**src/rtl/float_adder_param.sv**
```systemverilog
`default_nettype none
`timescale 1ns/1ps
// ============================================================================
// Module      : float_adder_param
// Description : Handshaked floating-point adder for an arbitrary
//               {sign, EXP_W exponent, MAN_W mantissa} format. There are no
//               denormals and no Inf/NaN. Results are rounded to nearest,
//               ties to even, and saturate at the largest finite value.
//               One operation is in flight at a time:
//               IDLE -> ALIGN -> NORM (1+ cycles) -> ROUND -> DONE.
// Ports       : clock, reset       - clock, asynchronous active-high reset
//               in_valid/in_ready  - operand handshake (ready only in IDLE)
//               a, b               - operands {sign, exp, man}
//               out_valid/out_ready- result handshake (valid only in DONE)
//               y                  - registered sum, held while in DONE
// Revision    : 1.0 - initial release
// ============================================================================
module float_adder_param #(
    parameter int EXP_W = 8,
    parameter int MAN_W = 7
) (
    input  logic                   clock,
    input  logic                   reset,
    input  logic                   in_valid,
    output logic                   in_ready,
    input  logic [EXP_W+MAN_W:0]   a,
    input  logic [EXP_W+MAN_W:0]   b,
    output logic                   out_valid,
    input  logic                   out_ready,
    output logic [EXP_W+MAN_W:0]   y
);

    // Datapath layout: {carry, hidden, mantissa[MAN_W], guard, round, sticky}
    localparam int c_W      = 1 + EXP_W + MAN_W;
    localparam int c_DP_W   = MAN_W + 4;
    localparam int c_SUM_W  = MAN_W + 5;
    localparam int c_SH_MAX = MAN_W + 4;
    localparam logic [EXP_W:0] c_EXP_ONE = (EXP_W+1)'(1);

    typedef enum logic [2:0] {
        S_IDLE  = 3'd0,
        S_ALIGN = 3'd1,
        S_NORM  = 3'd2,
        S_ROUND = 3'd3,
        S_DONE  = 3'd4
    } state_t;

    state_t                r_state;
    state_t                w_next;
    logic [c_W-1:0]        r_a;
    logic [c_W-1:0]        r_b;
    logic [c_SUM_W-1:0]    r_sum;
    logic [EXP_W:0]        r_exp;
    logic                  r_sign;
    logic [c_W-1:0]        r_y;

    // ---------------- ALIGN: order operands, align the smaller one ----------
    logic                  w_a_ge_b;
    logic [c_W-1:0]        w_big;
    logic [c_W-1:0]        w_sml;
    logic [EXP_W-1:0]      w_big_exp;
    logic [EXP_W-1:0]      w_sml_exp;
    logic [MAN_W:0]        w_big_sig;
    logic [MAN_W:0]        w_sml_sig;
    logic [31:0]           w_diff;
    logic [31:0]           w_shamt;
    logic [c_DP_W-1:0]     w_sml_ext;
    logic [c_DP_W-1:0]     w_sml_shr;
    logic [c_DP_W-1:0]     w_lost_mask;
    logic                  w_lost;
    logic [c_DP_W-1:0]     w_sml_al;
    logic [c_SUM_W-1:0]    w_add;
    logic [c_SUM_W-1:0]    w_sub;
    logic                  w_eff_sub;

    assign w_a_ge_b  = r_a[c_W-2:0] >= r_b[c_W-2:0];
    assign w_big     = w_a_ge_b ? r_a : r_b;
    assign w_sml     = w_a_ge_b ? r_b : r_a;
    assign w_big_exp = w_big[c_W-2:MAN_W];
    assign w_sml_exp = w_sml[c_W-2:MAN_W];
    // An exponent field of zero is the value zero regardless of mantissa.
    assign w_big_sig = (|w_big_exp) ? {1'b1, w_big[MAN_W-1:0]} : '0;
    assign w_sml_sig = (|w_sml_exp) ? {1'b1, w_sml[MAN_W-1:0]} : '0;
    // Magnitude ordering guarantees big exponent >= small exponent.
    assign w_diff    = 32'(w_big_exp) - 32'(w_sml_exp);
    assign w_shamt   = (w_diff > 32'(c_SH_MAX)) ? 32'(c_SH_MAX) : w_diff;
    assign w_sml_ext = {w_sml_sig, 3'b000};
    assign w_sml_shr = w_sml_ext >> w_shamt;
    // Every bit shifted out of the datapath collapses into sticky.
    assign w_lost_mask = ~({c_DP_W{1'b1}} << w_shamt);
    assign w_lost    = |(w_sml_ext & w_lost_mask);
    assign w_sml_al  = {w_sml_shr[c_DP_W-1:1], w_sml_shr[0] | w_lost};
    assign w_add     = {1'b0, w_big_sig, 3'b000} + {1'b0, w_sml_al};
    assign w_sub     = {1'b0, w_big_sig, 3'b000} - {1'b0, w_sml_al};
    assign w_eff_sub = r_a[c_W-1] ^ r_b[c_W-1];

    // ---------------- NORM decisions ----------------------------------------
    logic                  w_is_zero;
    logic                  w_carry;
    logic                  w_hid;
    logic                  w_flush;

    assign w_is_zero = (r_sum == '0);
    assign w_carry   = r_sum[c_SUM_W-1];
    assign w_hid     = r_sum[c_SUM_W-2];
    // Left shift would take the exponent to zero: there are no denormals.
    assign w_flush   = !w_is_zero && !w_carry && !w_hid && (r_exp == c_EXP_ONE);

    // ---------------- ROUND: nearest-even on guard/round/sticky -------------
    logic [MAN_W-1:0]      w_man;
    logic                  w_rup;
    logic [MAN_W:0]        w_man_inc;
    logic [EXP_W:0]        w_exp_rnd;
    logic [c_W-1:0]        w_y_rnd;

    assign w_man     = r_sum[c_DP_W-2:3];
    assign w_rup     = r_sum[2] & (r_sum[1] | r_sum[0] | r_sum[3]);
    assign w_man_inc = {1'b0, w_man} + {{MAN_W{1'b0}}, w_rup};
    // Mantissa overflow leaves the low bits at zero and bumps the exponent.
    assign w_exp_rnd = r_exp + {{EXP_W{1'b0}}, w_man_inc[MAN_W]};
    assign w_y_rnd   = w_exp_rnd[EXP_W] ? {r_sign, {(c_W-1){1'b1}}}
                                        : {r_sign, w_exp_rnd[EXP_W-1:0], w_man_inc[MAN_W-1:0]};

    // ---------------- FSM ----------------------------------------------------
    always_ff @(posedge clock or posedge reset) begin
        if (reset) r_state <= S_IDLE;
        else       r_state <= w_next;
    end

    always_comb begin
        w_next    = r_state;
        in_ready  = 1'b0;
        out_valid = 1'b0;
        case (r_state)
            S_IDLE: begin
                in_ready = 1'b1;
                if (in_valid) w_next = S_ALIGN;
            end
            S_ALIGN: w_next = S_NORM;
            S_NORM: begin
                if (w_is_zero || w_flush)  w_next = S_ROUND;
                else if (w_carry || !w_hid) w_next = S_NORM;
                else                        w_next = S_ROUND;
            end
            S_ROUND: w_next = S_DONE;
            S_DONE: begin
                out_valid = 1'b1;
                if (out_ready) w_next = S_IDLE;
            end
            default: w_next = S_IDLE;
        endcase
    end

    // ---------------- Datapath registers -------------------------------------
    always_ff @(posedge clock or posedge reset) begin
        if (reset) begin
            r_a    <= '0;
            r_b    <= '0;
            r_sum  <= '0;
            r_exp  <= '0;
            r_sign <= 1'b0;
            r_y    <= '0;
        end else begin
            case (r_state)
                S_IDLE: begin
                    if (in_valid) begin
                        r_a <= a;
                        r_b <= b;
                    end
                end
                S_ALIGN: begin
                    r_sum  <= w_eff_sub ? w_sub : w_add;
                    r_exp  <= {1'b0, w_big_exp};
                    r_sign <= w_big[c_W-1];
                end
                S_NORM: begin
                    if (w_is_zero) begin
                        // Only -0 + -0 keeps a negative zero; cancellation is +0.
                        r_exp  <= '0;
                        r_sign <= r_a[c_W-1] & r_b[c_W-1];
                    end else if (w_carry) begin
                        r_sum <= {1'b0, r_sum[c_SUM_W-1:2], r_sum[1] | r_sum[0]};
                        r_exp <= r_exp + c_EXP_ONE;
                    end else if (w_flush) begin
                        r_sum  <= '0;
                        r_exp  <= '0;
                        r_sign <= 1'b0;
                    end else if (!w_hid) begin
                        r_sum <= r_sum << 1;
                        r_exp <= r_exp - c_EXP_ONE;
                    end
                end
                S_ROUND: r_y <= w_y_rnd;
                default: ;
            endcase
        end
    end

    assign y = r_y;

endmodule
`default_nettype wire

```
**config.mk**
```make
export PLATFORM = sky130hd
export DESIGN_NAME = float_adder_param
export DESIGN_NICKNAME = d
export VERILOG_FILES = /design/src/rtl/float_adder_param.sv
export SDC_FILE = /design/constraint.sdc
export NUM_CORES = 1
export LEC_CHECK = 0
export CAP_MARGIN = 10
export CORE_MARGIN = 2
export CORE_UTILIZATION = 58
export CTS_CLUSTER_DIAMETER = 120
export DETAILED_ROUTE_END_ITERATION = 10
export PLACE_DENSITY = 0.8
export SETUP_SLACK_MARGIN = 0.3
export SKIP_CTS_REPAIR_TIMING = 1
export SLEW_MARGIN = 15
export SYNTH_ARGS = -nofsm -noshare
export SYNTH_HDL_FRONTEND = slang
export SYNTH_SLANG_ARGS = --single-unit
export TNS_END_PERCENT = 10
```
**constraint.sdc**
```tcl
create_clock -name clock -period 8.4 [get_ports clock]
set_input_delay 1.26 -clock clock [delete_from_list [all_inputs] [get_ports clock]]
set_output_delay 1.26 -clock clock [all_outputs]
set_load 0.005 [all_outputs]
```
==> results.md <==
* Seq/Total Area, Yosys at 29.2%
* WP buf/inv at 2
* Antenna violations before repair at 0
* CTS root buf: clkbuf_8
* Mapped Area at 6250 sq um
* Crit Path Max Fanout at 18
* Row Count at 37
* HP Start: y[1]
* Full die area at 11600 sq um
* Clock latency on the worst-skew pair at 380 ps
* Most frequent cells in the layout: nand2_1 (93), nor2_1 (88), dfrtp_1 (73)
* H-tree depth at 3
* Startpoint Class: register
* Core ar. at 10400 sq um
* Mean routed wirelength per cell at 17.4 um
* Crit-path leading delay family: compound AO/OA/AOI/OAI gates
* Total Neg Setup Slack at 0 ps
* Final Max Tran Viols at 0
* Setup Skew at 17.6 ps
* All-Layer GR Usage at 29.3%
* Commonest non-fill, non-tap cell in the layout: nand2_1
* Clk sinks at 73
* Final antenna-violating net count at 0
* Final Hold Viols at 0
* DP Worst Slack at 1140 ps
* Global-route wire length before repair at 27400 um
* Drt pass-1 iters at 6
* CP Class: reg -> reg
* Final setup fails at 0
* Most frequent CP cell: nor2_1
* Achievable Freq at 136 MHz
* CTS buffer count at 9
* Worst R2R Setup Slack at 1020 ps
* Pin count of the biggest net entering global routing at 74
* Grt ovf at 0
* Cells after Synth at 783
* Layout cell share with drive strength beyond 1 at 7.67%
* Synth Register Bits at 73
* Fin nets at 880
* Relative slew slack at 35.2%
* Layout area overhead at 11.8%
* Worst reg2reg startpoint: r_a[0]
* Vias in the first global route at 5763
* Cell taking the most area after synthesis: dfrtp_1
* DP Wirelength at 12000 um
* PortBufs at 53
* CTS Buffer Depth at 2
* Ant diodes at 0
* CTS tree: built
* Die H at 108 um
* Ranking of synthesized cells by area: dfrtp_1 (29%), ha_1 (8.0%), nand2_1 (5.6%)
* DRT Wirelength at 16400 um
* Ys flop type: dfrtp_1
* Top cell type's share of synthesized area at 29.2%
* Worst Reg-to-Reg Cells at 33
* Post-Synthesis Mean Instance Area at 7.99 sq um
* Worst-Margin Slew at 973 ps
* Post-Syn Nets at 860
* Clock slew at reported path FFs at 90 ps
* Min Tclk post-route at 7380 ps
* Period utilisation layout at 87.8%
* EDFF count, synth at 0
* Syn. warnings at 0
* RSZ-0062 raised after global routing: false
* Setup ws final at 1020 ps
* Async set-or-reset flop fraction in the synthesized netlist at 100%
* Starting DRT DRC Count at 380
* Worst Path Arrival at 7620 ps
* CP max-delay cell: o21a_1
* Worst Hold Class: reg -> reg
* Vias at 5946
* Io pins at 54
* Hold path depth at 1
* Drc violations at 0
* WHS Endpoint: y[1]
* Drt via density at 6.30
* Initial core utilization at 60.0%
* Endpoint class of the critical path: register
* Status: finished clean
* CP max stage delay at 670 ps
* Placer Congestion at 0.969
* Die width at 108 um
* Yosys cell types at 81
* Worst reg2reg endpoint: r_sum[9]
* Worst path required time at 8650 ps
* Maxcap violations at 0
-- through the flow --
stage	instances	utilization, %	cell area, sq um	hold slack [ps]
finish	944	67.1	6990	521
global placement	928	65.2	6800	489
detailed placement	928	65.2	6800	501
global route	944	67.1	6990	552
CTS	944	67.1	6990	520
floorplan	783	-	6250	475
-- area by class of cell --
cell class              instances  area [sq um]
clock buffers                   9           124
inverters                      47           176
clock inverters                 7          75.1
multi-input cells             615          4060
repair buffers                 57           561
flip-flops and latches         73          1830
fillers                       908          3420
well taps                     136           170
-- kinds of logic (layout without fill, tap and decap cells) --
family | after synthesis | count (layout) | synth area share, %
simple gates | 280 | 280 | 20.5
buf+inv | 95 | 120 | 5.96
flops | 73 | 73 | 29.2
xor+xnor | 26 | 26 | 3.88
compound gates | 224 | 224 | 24.0
fa+ha+maj | 41 | 41 | 8.32
mux | 44 | 44 | 8.04
-- worst max path at each step --
stage,from,end,slack (ps),cells past startpoint
final,r_a[0],r_sum[9],1020,33
after global routing,r_a[0],r_sum[9],330,33
after CTS,r_a[0],r_sum[9],1080,33
after detailed placement,r_a[0],r_sum[9],1140,33
after global placement,r_a[0],r_sum[9],1460,33
after floorplan,r_a[0],r_sum[9],1990,37
-- cell usage after synthesis, drive strengths merged, types with 8 or more instances --
cell and n:
nand2 93, a21o 9, xor2 9, inv 45, buf 9, and3 8, dfrtp 73, ha 40
nor4 9, mux2 24, nand2b 9, o21ai 50, xnor2 17, clkbuf 39, mux2i 18, nand3 24
nor3 12, nor2 89, a21oi 69
-- per-layer routing --
layer  track usage (%)  part of all wire, %  routed length (um)
met5                 0                    0                   0
met3              4.42                  5.8                 960
met1              37.8                   43                7140
met2              50.4                   49                7980
met4              9.43                  2.2                 357
-- sequential cells by signal, summed over array words and instances (netlist names) --
register,flops
y,16
r_state,3
r_exp,9
r_sum,12
r_b,16
r_sign,1
r_a,16
-- worst register-to-register path, delay by kind of cell (launching register included) --
family / cells / cell delay, ps
buf+inv: 2 / 170
xor+xnor: 1 / 130
compound gates: 13 / 3370
mux: 3 / 840
flops: 1 / 420
simple gates: 11 / 1400
fa+ha+maj: 3 / 930
Power is not shown: default switching activity piles up to over one toggle a cycle in this logic, so the estimate is an artifact.
